$ cat config.mk
export PLATFORM = sky130hd
export DESIGN_NAME = vec_chunk_sequencer_flat
export DESIGN_NICKNAME = d
export VERILOG_FILES = /design/src/rtl/vec_chunk_sequencer_if.sv /design/src/rtl/vec_chunk_sequencer.sv /design/src/flat_wrapper.sv
export SDC_FILE = /design/constraint.sdc
export NUM_CORES = 1
export LEC_CHECK = 0
export ABC_AREA = 0
export BUFFER_PORTS_ARGS = -buffer_cell sky130_fd_sc_hd__buf_2
export CORE_ASPECT_RATIO = 0.8
export CORE_MARGIN = 1.5
export CORE_UTILIZATION = 45
export DETAILED_ROUTE_END_ITERATION = 6
export PLACE_DENSITY = 0.68
export SLEW_MARGIN = 15
export SYNTH_ARGS = -nofsm -noshare
export SYNTH_HDL_FRONTEND = slang
export SYNTH_SLANG_ARGS = --single-unit
$ cat constraint.sdc
create_clock -name clk_in -period 3.1 [get_ports clk_in]
set_input_delay 0.62 -clock clk_in [delete_from_list [all_inputs] [get_ports clk_in]]
set_output_delay 0.62 -clock clk_in [all_outputs]
set_load 0.03 [all_outputs]
$ cat src/rtl/vec_chunk_sequencer_if.sv
// Bundles the start/status, source-read, elementwise-unit and destination-write
// signals of the vector chunk sequencer. The sequencer uses the master view.
// The surrounding buffers and the elementwise unit use the slave view.
interface vec_chunk_sequencer_if #(
  parameter int WorkingRegs = 4,
  parameter int CW          = 4
);

  // Pass control and status
  logic                     start_in;
  logic                     busy_out;
  logic                     done_out;
  logic                     overflow_out;

  // Source buffer read port
  logic                     src_rd_en;
  logic [CW-1:0]            src_rd_addr;
  logic [WorkingRegs*8-1:0] src_rd_data;

  // Elementwise unit issue and return
  logic                     op_valid_out;
  logic [WorkingRegs*8-1:0] op_data_out;
  logic                     op_valid_in;
  logic [WorkingRegs*8-1:0] op_data_in;

  // Destination buffer write port
  logic                     dst_wr_en;
  logic [CW-1:0]            dst_wr_addr;
  logic [WorkingRegs*8-1:0] dst_wr_data;
  logic                     dst_ready_in;

  modport master (
    input  start_in,
    input  src_rd_data,
    input  op_valid_in,
    input  op_data_in,
    input  dst_ready_in,
    output busy_out,
    output done_out,
    output overflow_out,
    output src_rd_en,
    output src_rd_addr,
    output op_valid_out,
    output op_data_out,
    output dst_wr_en,
    output dst_wr_addr,
    output dst_wr_data
  );

  modport slave (
    output start_in,
    output src_rd_data,
    output op_valid_in,
    output op_data_in,
    output dst_ready_in,
    input  busy_out,
    input  done_out,
    input  overflow_out,
    input  src_rd_en,
    input  src_rd_addr,
    input  op_valid_out,
    input  op_data_out,
    input  dst_wr_en,
    input  dst_wr_addr,
    input  dst_wr_data
  );

endinterface

$ cat src/rtl/vec_chunk_sequencer.sv
// Streams one vector, chunk by chunk, from a source buffer through an external
// elementwise unit and into a destination buffer. Reads are credit-limited so
// that every in-flight result is guaranteed a slot in the local result FIFO.
module vec_chunk_sequencer #(
  parameter int InVecLength = 64,
  parameter int WorkingRegs = 4,
  parameter int Credits     = 4
) (
  input logic clk_in,
  input logic rst_in,
  vec_chunk_sequencer_if.master bus
);

  localparam int NumChunks = InVecLength / WorkingRegs;
  localparam int CW        = (NumChunks > 1) ? $clog2(NumChunks) : 1;
  localparam int DW        = WorkingRegs * 8;
  localparam int OW        = $clog2(Credits + 1);
  localparam int PW        = (Credits > 1) ? $clog2(Credits) : 1;

  localparam logic [CW-1:0] LastIdx   = CW'(NumChunks - 1);
  localparam logic [OW-1:0] CreditMax = OW'(Credits);
  localparam logic [PW-1:0] PtrLast   = PW'(Credits - 1);

  typedef enum logic [1:0] {
    IDLE  = 2'd0,
    ISSUE = 2'd1,
    DRAIN = 2'd2,
    DONE  = 2'd3
  } state_t;

  state_t          state;
  logic            busy;
  logic            done;
  logic            overflow;

  logic [CW-1:0]   rd_idx;
  logic [CW-1:0]   wr_idx;
  logic [OW-1:0]   outstanding;

  // Read strobe delayed by the source buffer's one-cycle read latency
  logic            vld_p1;

  // Result FIFO: storage is data only, pointers and fill level are control
  logic [DW-1:0]   fifo_mem [Credits];
  logic [PW-1:0]   head;
  logic [PW-1:0]   tail;
  logic [OW-1:0]   fill;

  logic            active;
  logic            start_pass;
  logic            rd_fire;
  logic            wr_fire;
  logic            fifo_empty;
  logic            fifo_full;
  logic            push;
  logic            drop;

  // Circular pointer advance that also works for non-power-of-two depths
  function automatic logic [PW-1:0] ptr_next(input logic [PW-1:0] p);
    return (p == PtrLast) ? '0 : p + PW'(1);
  endfunction

  // Results are only meaningful while a pass is running; anything that shows
  // up in IDLE or DONE belongs to an abandoned pass and is ignored.
  assign active     = (state == ISSUE) || (state == DRAIN);
  assign start_pass = (state == IDLE) && bus.start_in;

  assign fifo_empty = (fill == '0);
  assign fifo_full  = (fill == CreditMax);

  assign rd_fire    = (state == ISSUE) && (outstanding < CreditMax);
  assign wr_fire    = active && !fifo_empty && bus.dst_ready_in;

  // A full FIFO can still take a result in the same cycle the head leaves.
  assign push       = active && bus.op_valid_in && (!fifo_full || wr_fire);
  assign drop       = active && bus.op_valid_in && fifo_full && !wr_fire;

  assign bus.src_rd_en    = rd_fire;
  assign bus.src_rd_addr  = rd_idx;
  assign bus.op_valid_out = vld_p1;
  assign bus.op_data_out  = bus.src_rd_data;
  assign bus.dst_wr_en    = wr_fire;
  assign bus.dst_wr_addr  = wr_idx;
  assign bus.dst_wr_data  = fifo_mem[head];
  assign bus.busy_out     = busy;
  assign bus.done_out     = done;
  assign bus.overflow_out = overflow;

  // Pass state machine with registered busy/done status
  always_ff @(posedge clk_in or posedge rst_in) begin
    if (rst_in) begin
      state <= IDLE;
      busy  <= 1'b0;
      done  <= 1'b0;
    end else begin
      case (state)
        IDLE: begin
          if (bus.start_in) begin
            state <= ISSUE;
            busy  <= 1'b1;
          end
        end
        ISSUE: begin
          if (rd_fire && (rd_idx == LastIdx)) begin
            state <= DRAIN;
          end
        end
        DRAIN: begin
          if (wr_fire && (wr_idx == LastIdx)) begin
            state <= DONE;
            busy  <= 1'b0;
            done  <= 1'b1;
          end
        end
        DONE: begin
          state <= IDLE;
          done  <= 1'b0;
        end
        default: begin
          state <= IDLE;
          busy  <= 1'b0;
          done  <= 1'b0;
        end
      endcase
    end
  end

  // Chunk indices and credit accounting; indices park on the last chunk
  always_ff @(posedge clk_in or posedge rst_in) begin
    if (rst_in) begin
      rd_idx      <= '0;
      wr_idx      <= '0;
      outstanding <= '0;
    end else if (start_pass) begin
      rd_idx      <= '0;
      wr_idx      <= '0;
      outstanding <= '0;
    end else begin
      if (rd_fire && (rd_idx != LastIdx)) begin
        rd_idx <= rd_idx + CW'(1);
      end
      if (wr_fire && (wr_idx != LastIdx)) begin
        wr_idx <= wr_idx + CW'(1);
      end
      case ({rd_fire, wr_fire})
        2'b10:   outstanding <= outstanding + OW'(1);
        2'b01:   outstanding <= outstanding - OW'(1);
        default: outstanding <= outstanding;
      endcase
    end
  end

  // Stage p0 -> p1: issue valid follows the read strobe by one cycle
  always_ff @(posedge clk_in or posedge rst_in) begin
    if (rst_in) begin
      vld_p1 <= 1'b0;
    end else begin
      vld_p1 <= rd_fire;
    end
  end

  // Result FIFO pointers and fill level, flushed at the start of every pass
  always_ff @(posedge clk_in or posedge rst_in) begin
    if (rst_in) begin
      head <= '0;
      tail <= '0;
      fill <= '0;
    end else if (start_pass) begin
      head <= '0;
      tail <= '0;
      fill <= '0;
    end else begin
      if (push) begin
        tail <= ptr_next(tail);
      end
      if (wr_fire) begin
        head <= ptr_next(head);
      end
      case ({push, wr_fire})
        2'b10:   fill <= fill + OW'(1);
        2'b01:   fill <= fill - OW'(1);
        default: fill <= fill;
      endcase
    end
  end

  // Result FIFO storage, written on accepted pushes only
  always_ff @(posedge clk_in) begin
    if (push) begin
      fifo_mem[tail] <= bus.op_data_in;
    end
  end

  // Sticky protocol-error flag for results dropped on a full FIFO
  always_ff @(posedge clk_in or posedge rst_in) begin
    if (rst_in) begin
      overflow <= 1'b0;
    end else if (drop) begin
      overflow <= 1'b1;
    end
  end

endmodule
$ cat src/flat_wrapper.sv
// flat-port wrapper written by rule: the top's interface ports become plain ports
module vec_chunk_sequencer_flat 
#(
  parameter int InVecLength = 64,
  parameter int WorkingRegs = 4,
  parameter int Credits     = 4
)
  (clk_in, rst_in, bus_start_in, bus_src_rd_data, bus_op_valid_in, bus_op_data_in, bus_dst_ready_in, bus_busy_out, bus_done_out, bus_overflow_out, bus_src_rd_en, bus_src_rd_addr, bus_op_valid_out, bus_op_data_out, bus_dst_wr_en, bus_dst_wr_addr, bus_dst_wr_data);
  vec_chunk_sequencer_if #(.WorkingRegs(WorkingRegs)) bus_i ();
  input logic clk_in;
  input logic rst_in;
  input wire logic [$bits(bus_i.start_in)-1:0] bus_start_in;
  input wire logic [$bits(bus_i.src_rd_data)-1:0] bus_src_rd_data;
  input wire logic [$bits(bus_i.op_valid_in)-1:0] bus_op_valid_in;
  input wire logic [$bits(bus_i.op_data_in)-1:0] bus_op_data_in;
  input wire logic [$bits(bus_i.dst_ready_in)-1:0] bus_dst_ready_in;
  output wire logic [$bits(bus_i.busy_out)-1:0] bus_busy_out;
  output wire logic [$bits(bus_i.done_out)-1:0] bus_done_out;
  output wire logic [$bits(bus_i.overflow_out)-1:0] bus_overflow_out;
  output wire logic [$bits(bus_i.src_rd_en)-1:0] bus_src_rd_en;
  output wire logic [$bits(bus_i.src_rd_addr)-1:0] bus_src_rd_addr;
  output wire logic [$bits(bus_i.op_valid_out)-1:0] bus_op_valid_out;
  output wire logic [$bits(bus_i.op_data_out)-1:0] bus_op_data_out;
  output wire logic [$bits(bus_i.dst_wr_en)-1:0] bus_dst_wr_en;
  output wire logic [$bits(bus_i.dst_wr_addr)-1:0] bus_dst_wr_addr;
  output wire logic [$bits(bus_i.dst_wr_data)-1:0] bus_dst_wr_data;
  assign bus_i.start_in = bus_start_in;
  assign bus_i.src_rd_data = bus_src_rd_data;
  assign bus_i.op_valid_in = bus_op_valid_in;
  assign bus_i.op_data_in = bus_op_data_in;
  assign bus_i.dst_ready_in = bus_dst_ready_in;
  assign bus_busy_out = bus_i.busy_out;
  assign bus_done_out = bus_i.done_out;
  assign bus_overflow_out = bus_i.overflow_out;
  assign bus_src_rd_en = bus_i.src_rd_en;
  assign bus_src_rd_addr = bus_i.src_rd_addr;
  assign bus_op_valid_out = bus_i.op_valid_out;
  assign bus_op_data_out = bus_i.op_data_out;
  assign bus_dst_wr_en = bus_i.dst_wr_en;
  assign bus_dst_wr_addr = bus_i.dst_wr_addr;
  assign bus_dst_wr_data = bus_i.dst_wr_data;
  vec_chunk_sequencer #(.InVecLength(InVecLength), .WorkingRegs(WorkingRegs), .Credits(Credits)) u_core (.clk_in(clk_in), .rst_in(rst_in), .bus(bus_i));
endmodule
-- After elaboration in Yosys (flattened, before gate mapping)
Memories as Yosys holds them, arrays and structs flattened.
Cells that the tools add are included.
- bits in latches: 0
- memories kept: 1
- output and inout port bits: 78
- bits in registers: 24
- ROM bits: 0
- bits in writable memories: 128
- memories (memory ; words ; bits a word ; read ports ; clocked after memory_dff ; wr ports ; RTL line ; text):
    u_core.fifo_mem ; 4 ; 32 ; 1 ; 0 ; 1 ; vec_chunk_sequencer.sv:44 ; logic [DW-1:0] fifo_mem [Credits];
- divide/modulo/power cells: 0
- $mul: 0
- bitwise logic cells: 0
- add/sub/neg operators: 8
- multiplexer cells: 25
- eq/ne operators: 17
- reductions and logical operators: 30
- $lt $le $gt $ge: 1
- shift-type cells: 0
- operator list (kind ; count):
    2-bit two-way mux ; 9
    4-bit two-way mux ; 4
    2-bit == test (second input constant) ; 6
    1-bit logical AND ; 12
    3-bit one-hot mux with 2 select lines ; 2
    2-bit nonzero test ; 6
    4-bit by 1-bit adder with 4-bit output (second input constant) ; 2
    4-bit == test (second input constant) ; 2
    4-bit inequality test (second input constant) ; 2
    2-bit one-hot mux with 4 select lines ; 1
    3-bit by 1-bit adder with 3-bit output (second input constant) ; 2
    2-bit by 1-bit == test with 1-bit output (second input constant) ; 3
    3-bit two-way mux ; 2
    2-bit inequality test (second input constant) ; 3
    3-bit AND reduction ; 2
    3-bit nonzero test ; 2
    3-bit by 1-bit subtractor with 3-bit output (second input constant) ; 2
    1-bit two-way mux ; 5
    2-bit by 1-bit adder with 2-bit output (second input constant) ; 2
    1-bit one-hot mux with 2 select lines ; 2
    3-bit == test (second input constant) ; 1
    1-bit zero test ; 3
    3-bit zero test ; 1
    3-bit less-than comparator (second input constant) ; 1
    other kinds (3) ; 4

-- Depth between registers and ports, before layout
- depth in word-level cells: 9
- gate-level depth with buffers: 9
- mapped depth without buffers: 9

-- Least setup slack after synthesis
Ideal clock, no wire load.
- path type: register to register
- start point: register u_core.state[1]
- end point: register u_core.outstanding[2]
- data required time: 3022 ps
- buffers on the path: 0
- stages on the path, launching flop included: 10
- setup slack: 518 ps
- arrival: 2504 ps
- setup time: 78 ps
- cells stage by stage: dfrtp_1 > inv_1 > ha_1 > nor2b_1 > inv_1 > ha_1 > fa_1 > xnor2_1 > or3_1 > a21oi_1
- elaborated cells on any way between the ends: 13
- those cells by class: eq/ne: 4; mux: 2; reduce/logical: 7
- RTL lines (element ; RTL line ; text):
    from (decl) ; vec_chunk_sequencer.sv:31 ; state_t state;
    from (signal assigned) ; vec_chunk_sequencer.sv:92 ; state <= IDLE;
    from (signal assigned) ; vec_chunk_sequencer.sv:99 ; state <= ISSUE;
    from (signal assigned) ; vec_chunk_sequencer.sv:105 ; state <= DRAIN;
    2-bit by 1-bit == test with 1-bit output * ; vec_chunk_sequencer.sv:71 ; assign rd_fire = (state == ISSUE) && (outstanding < CreditMax);
    1-bit logical AND * ; vec_chunk_sequencer.sv:71 ;
    net bus_src_rd_en ; flat_wrapper.sv:20 ; output wire logic [$bits(bus_i.src_rd_en)-1:0] bus_src_rd_en;
    2-bit by 1-bit == test with 1-bit output / 2-bit == test (equally long branches) ; vec_chunk_sequencer.sv:145 ; case ({rd_fire, wr_fire})
    3-bit one-hot mux with 2 select lines ; vec_chunk_sequencer.sv:145 ;
    3-bit two-way mux ; vec_chunk_sequencer.sv:134 ; end else if (start_pass) begin
    to (signal assigned) ; vec_chunk_sequencer.sv:146 ; 2'b10: outstanding <= outstanding + OW'(1);
    to (signal assigned) ; vec_chunk_sequencer.sv:147 ; 2'b01: outstanding <= outstanding - OW'(1);
    to (signal assigned) ; vec_chunk_sequencer.sv:148 ; default: outstanding <= outstanding;
    to (decl) ; vec_chunk_sequencer.sv:38 ; logic [OW-1:0] outstanding;
Mark *: on every way through the listed nets, which the timed path passes. The rest lies on a longest branch.
A chain may end at the register's enable or synchronous reset.

-- Worst setup path after layout
- start point: register u_core.head[0]
- end point: output port bus_dst_wr_data[21]
- longest elaborated chain between the ends: 1
- ends and longest elaborated chain (element ; RTL line ; text):
    from (decl) ; vec_chunk_sequencer.sv:45 ; logic [PW-1:0] head;
    from (signal assigned) ; vec_chunk_sequencer.sv:177 ; head <= ptr_next(head);
    memory 4 x 32 bit ; n/a ;
    to (decl) ; flat_wrapper.sv:26 ; output wire logic [$bits(bus_i.dst_wr_data)-1:0] bus_dst_wr_data;
No other way between the ends.

==> impl_metrics.json <==
{
  "hp-start": "bus_op_data_in[16]",
  "cts_max_level": 4,
  "slew_headroom_pct": 34.9,
  "clk_pin_slew_ps": 60,
  "wire_per_inst_microns": 18.5,
  "clockBufferDepth": 2,
  "drtIter0Drc": 182,
  "synth_top_cell_area_share_pct": 61.5,
  "fin_cells": 599,
  "remaining_drc_errors": 0,
  "slowest_delay_ps": 570,
  "timing.rr.start": "u_core.state[0]$_DFFE_PP0P_",
  "critPathCaptureType": "output pin",
  "final-setup-viol-count": 0,
  "ys_types": 36,
  "cts-hold-fix-buffers": 0,
  "place_area_sq_um": 6710,
  "yosysSeqAreaShare_pct": 71.2,
  "holdPathEnd": "u_core.fifo_mem[3][16]$_DFFE_PP_",
  "synth-edff-count": 128,
  "grt_max_degree": 27,
  "p_leak_uw": 0.00265,
  "fill_cells": 1086,
  "firstDrtPassIters": 5,
  "syn_inst": 340,
  "yosysMostFrequentCell": "edfxtp_1",
  "synth_warnings": 0,
  "worst_pin_slew_ps": 976,
  "cp_data_arrival_time_ps": 2050,
  "fmax_ghz": 0.375,
  "cts_made_buffers": 17,
  "ff2ff_setup_slack_ps": 600,
  "cts-root-buf": "clkbuf_16",
  "crit_chain": "buf_12, mux4_2, buf_2",
  "num_rows": 38,
  "avgSynthCellArea_sq_um": 18.4,
  "tns_ps": 0,
  "cpMaxStageDelayCell": "mux4_2",
  "startpoint_type": "flip-flop",
  "via_per_inst": 5.31,
  "synth.area.top_cells": "edfxtp_1 (62%), mux4_2 (12%), dfrtp_1 (9.6%)",
  "critPathMaxFanout": 26,
  "wirelength_mm": 11.1,
  "ys_ff_latch": 152,
  "criticalPathCategory": "reg2out",
  "fin_area_sq_um": 7280,
  "cts_resized": 0,
  "outcome": "finished, final reports clean",
  "crit-reg2reg-capture": "u_core.outstanding[2]$_DFFE_PP0P_",
  "wl_met3_microns": 537,
  "drive_gt1_share_pct": 39.6,
  "cts_setup_buffers": 0,
  "fin_util_pct": 53.7,
  "synth_top_area_cell": "edfxtp_1",
  "wl_met2_mm": 5.25,
  "n_antenna_cell": 0,
  "start_util_pct": 46.1,
  "area_delta_synth_final_pct": 16.6,
  "peakVddDrop_mv": 0.627,
  "syn_nets": 423,
  "syn_area_sq_um": 6250,
  "antenna_found_initial": 0,
  "place_congestion": 0.801,
  "final_nets": 489,
  "async_flop_share_pct": 15.8,
  "min_period_over_period_pct": 86.0,
  "route.layer.met1.wl_mm": 4.93,
  "die_area_sq_um": 14600,
  "cts_tree": "built",
  "pre_cts_slack_ps": 607,
  "grt-ovfl-total": 0,
  "min_path_cells": 1,
  "dpl.cell_count": 567,
  "power.density_cell_area_nw_per_um2": 1010,
  "cp.required_ps": 2480,
  "clock_skew_ps": 7.15,
  "cts.sinks": 152,
  "ioPinCount": 147,
  "setup_slack_ps": 434,
  "portBuffers": 82,
  "yosys_most_used_dff": "edfxtp_1",
  "grtUsageTotal_pct": 16.6,
  "final_antenna_net_count": 0,
  "core_sq_um": 13600,
  "fin_crit_ps": 2670,
  "dr.max_layer_used": "met4",
  "dpl.hpwl_mm": 7.16,
  "slew_violations": 0,
  "die_w_microns": 135,
  "clock_latency_ps": 420,
  "final_hold_viol_count": 0,
  "synthTopCellsByCount": "edfxtp_1 (128), buf_4 (32), mux4_2 (32)",
  "rsz0062_at_grt": "no",
  "cap_violations": 0,
  "dieHeight_microns": 108,
  "grt_pass1_wl_mm": 17.4,
  "min_path_type": "in2reg",
  "reg2regPathDepth": 9,
  "vias": 3182,
  "grt_pass1_vias": 3259
}
[area by class of cell]
class	count	area [sq um]	share of cell area (%)
Clock buffer	17	425	5.84
Clock inverter	15	144	1.98
Inverter	7	28.8	0.395
Multi-Input combinational cell	138	1490	20.5
Sequential cell	152	4450	61.1
Tap cell	180	225	3.09
Timing Repair Buffer	90	520	7.15
[registers in the layout (all words and copies together) (netlist names), 2 cells and up]
| register | cells |
|---|---|
| u_core.fill | 3 |
| u_core.head | 2 |
| u_core.fifo_mem | 128 |
| u_core.tail | 2 |
| u_core.outstanding | 3 |
| u_core.bus.dst_wr_addr | 4 |
| u_core.state | 2 |
| u_core.bus.src_rd_addr | 4 |
[worst max-delay path: cells and delay by family (launching register included)]
| kind | cells | cell delay (ps) |
|---|---|---|
| mux | 1 | 570 |
| buf+inv | 2 | 480 |
| flops | 1 | 560 |
[layout by cell type (no fill, tap or decap), types with 2 or more instances in the layout]
| master | count |
|---|---|
| inv_1 | 6 |
| o21a_1 | 2 |
| inv_6 | 5 |
| dfrtp_2 | 2 |
| buf_2 | 82 |
| buf_4 | 4 |
| nand3_1 | 9 |
| clkinvlp_4 | 2 |
| mux4_2 | 32 |
| clkinv_4 | 4 |
| mux2i_1 | 2 |
| buf_12 | 4 |
| and2_2 | 4 |
| ha_1 | 12 |
| nor4b_4 | 2 |
| fa_1 | 2 |
| edfxtp_1 | 128 |
| or3_1 | 2 |
| nor2b_1 | 2 |
| a21oi_1 | 11 |
| xor2_1 | 7 |
| nor2_1 | 15 |
| clkbuf_16 | 17 |
| nor3_1 | 5 |
| nand2_1 | 10 |
| o21ai_0 | 8 |
| dfrtp_1 | 22 |
[where the power goes]
part           total [uW]  switching (uW)  internal [uW]
logic                2470            1520            949
registers            2910             255           2650
clock network        1960             836           1120
[worst max-delay path by stage]
stage,from,end,slack [ps],cells after the start
6_report,u_core.head[0]$_DFFE_PP0P_,bus_dst_wr_data[21],430,3
3_5_place_dp,u_core.state[0]$_DFFE_PP0P_,u_core.fifo_mem[0][28]$_DFFE_PP_,610,6
5_1_grt,u_core.head[0]$_DFFE_PP0P_,bus_dst_wr_data[21],290,3
4_1_cts,u_core.head[0]$_DFFE_PP0P_,bus_dst_wr_data[21],380,3
3_3_place_gp,u_core.state[0]$_DFFE_PP0P_,u_core.fifo_mem[0][28]$_DFFE_PP_,730,6
2_1_floorplan,u_core.state[1]$_DFFE_PP0P_,u_core.outstanding[2]$_DFFE_PP0P_,520,9
[routing by layer]
layer | GRT usage, % | vias to the layer above
met3 | 5.20 | 40
met2 | 25.2 | 95
met5 | 0 | -
met1 | 21.4 | 1619
met4 | 9.29 | 0
li1 | - | 1428
[metrics by stage]
stage                     hold WS [ps]  total power (uW)
after floorplan                    525              4780
after global placement             495              5390
after detailed placement           470              5450
after CTS                          393              7420
after global routing               393              7720
final                              415              7340
[logic make-up (layout without fill, tap and decap cells)]
| kind of cell | after synthesis | in the layout | share of synthesized area [%] |
|---|---|---|---|
| adder cells (fa/ha/maj) | 14 | 14 | 3.04 |
| XOR/XNOR | 8 | 8 | 1.12 |
| flip-flops | 152 | 152 | 71.2 |
| buffers and inverters | 50 | 129 | 5.05 |
| multiplexers | 35 | 35 | 12.0 |
| AO/OA/AOI/OAI | 27 | 27 | 2.78 |
| AND/OR/NAND/NOR | 54 | 54 | 4.81 |
Power figures use the tool's default switching activity.
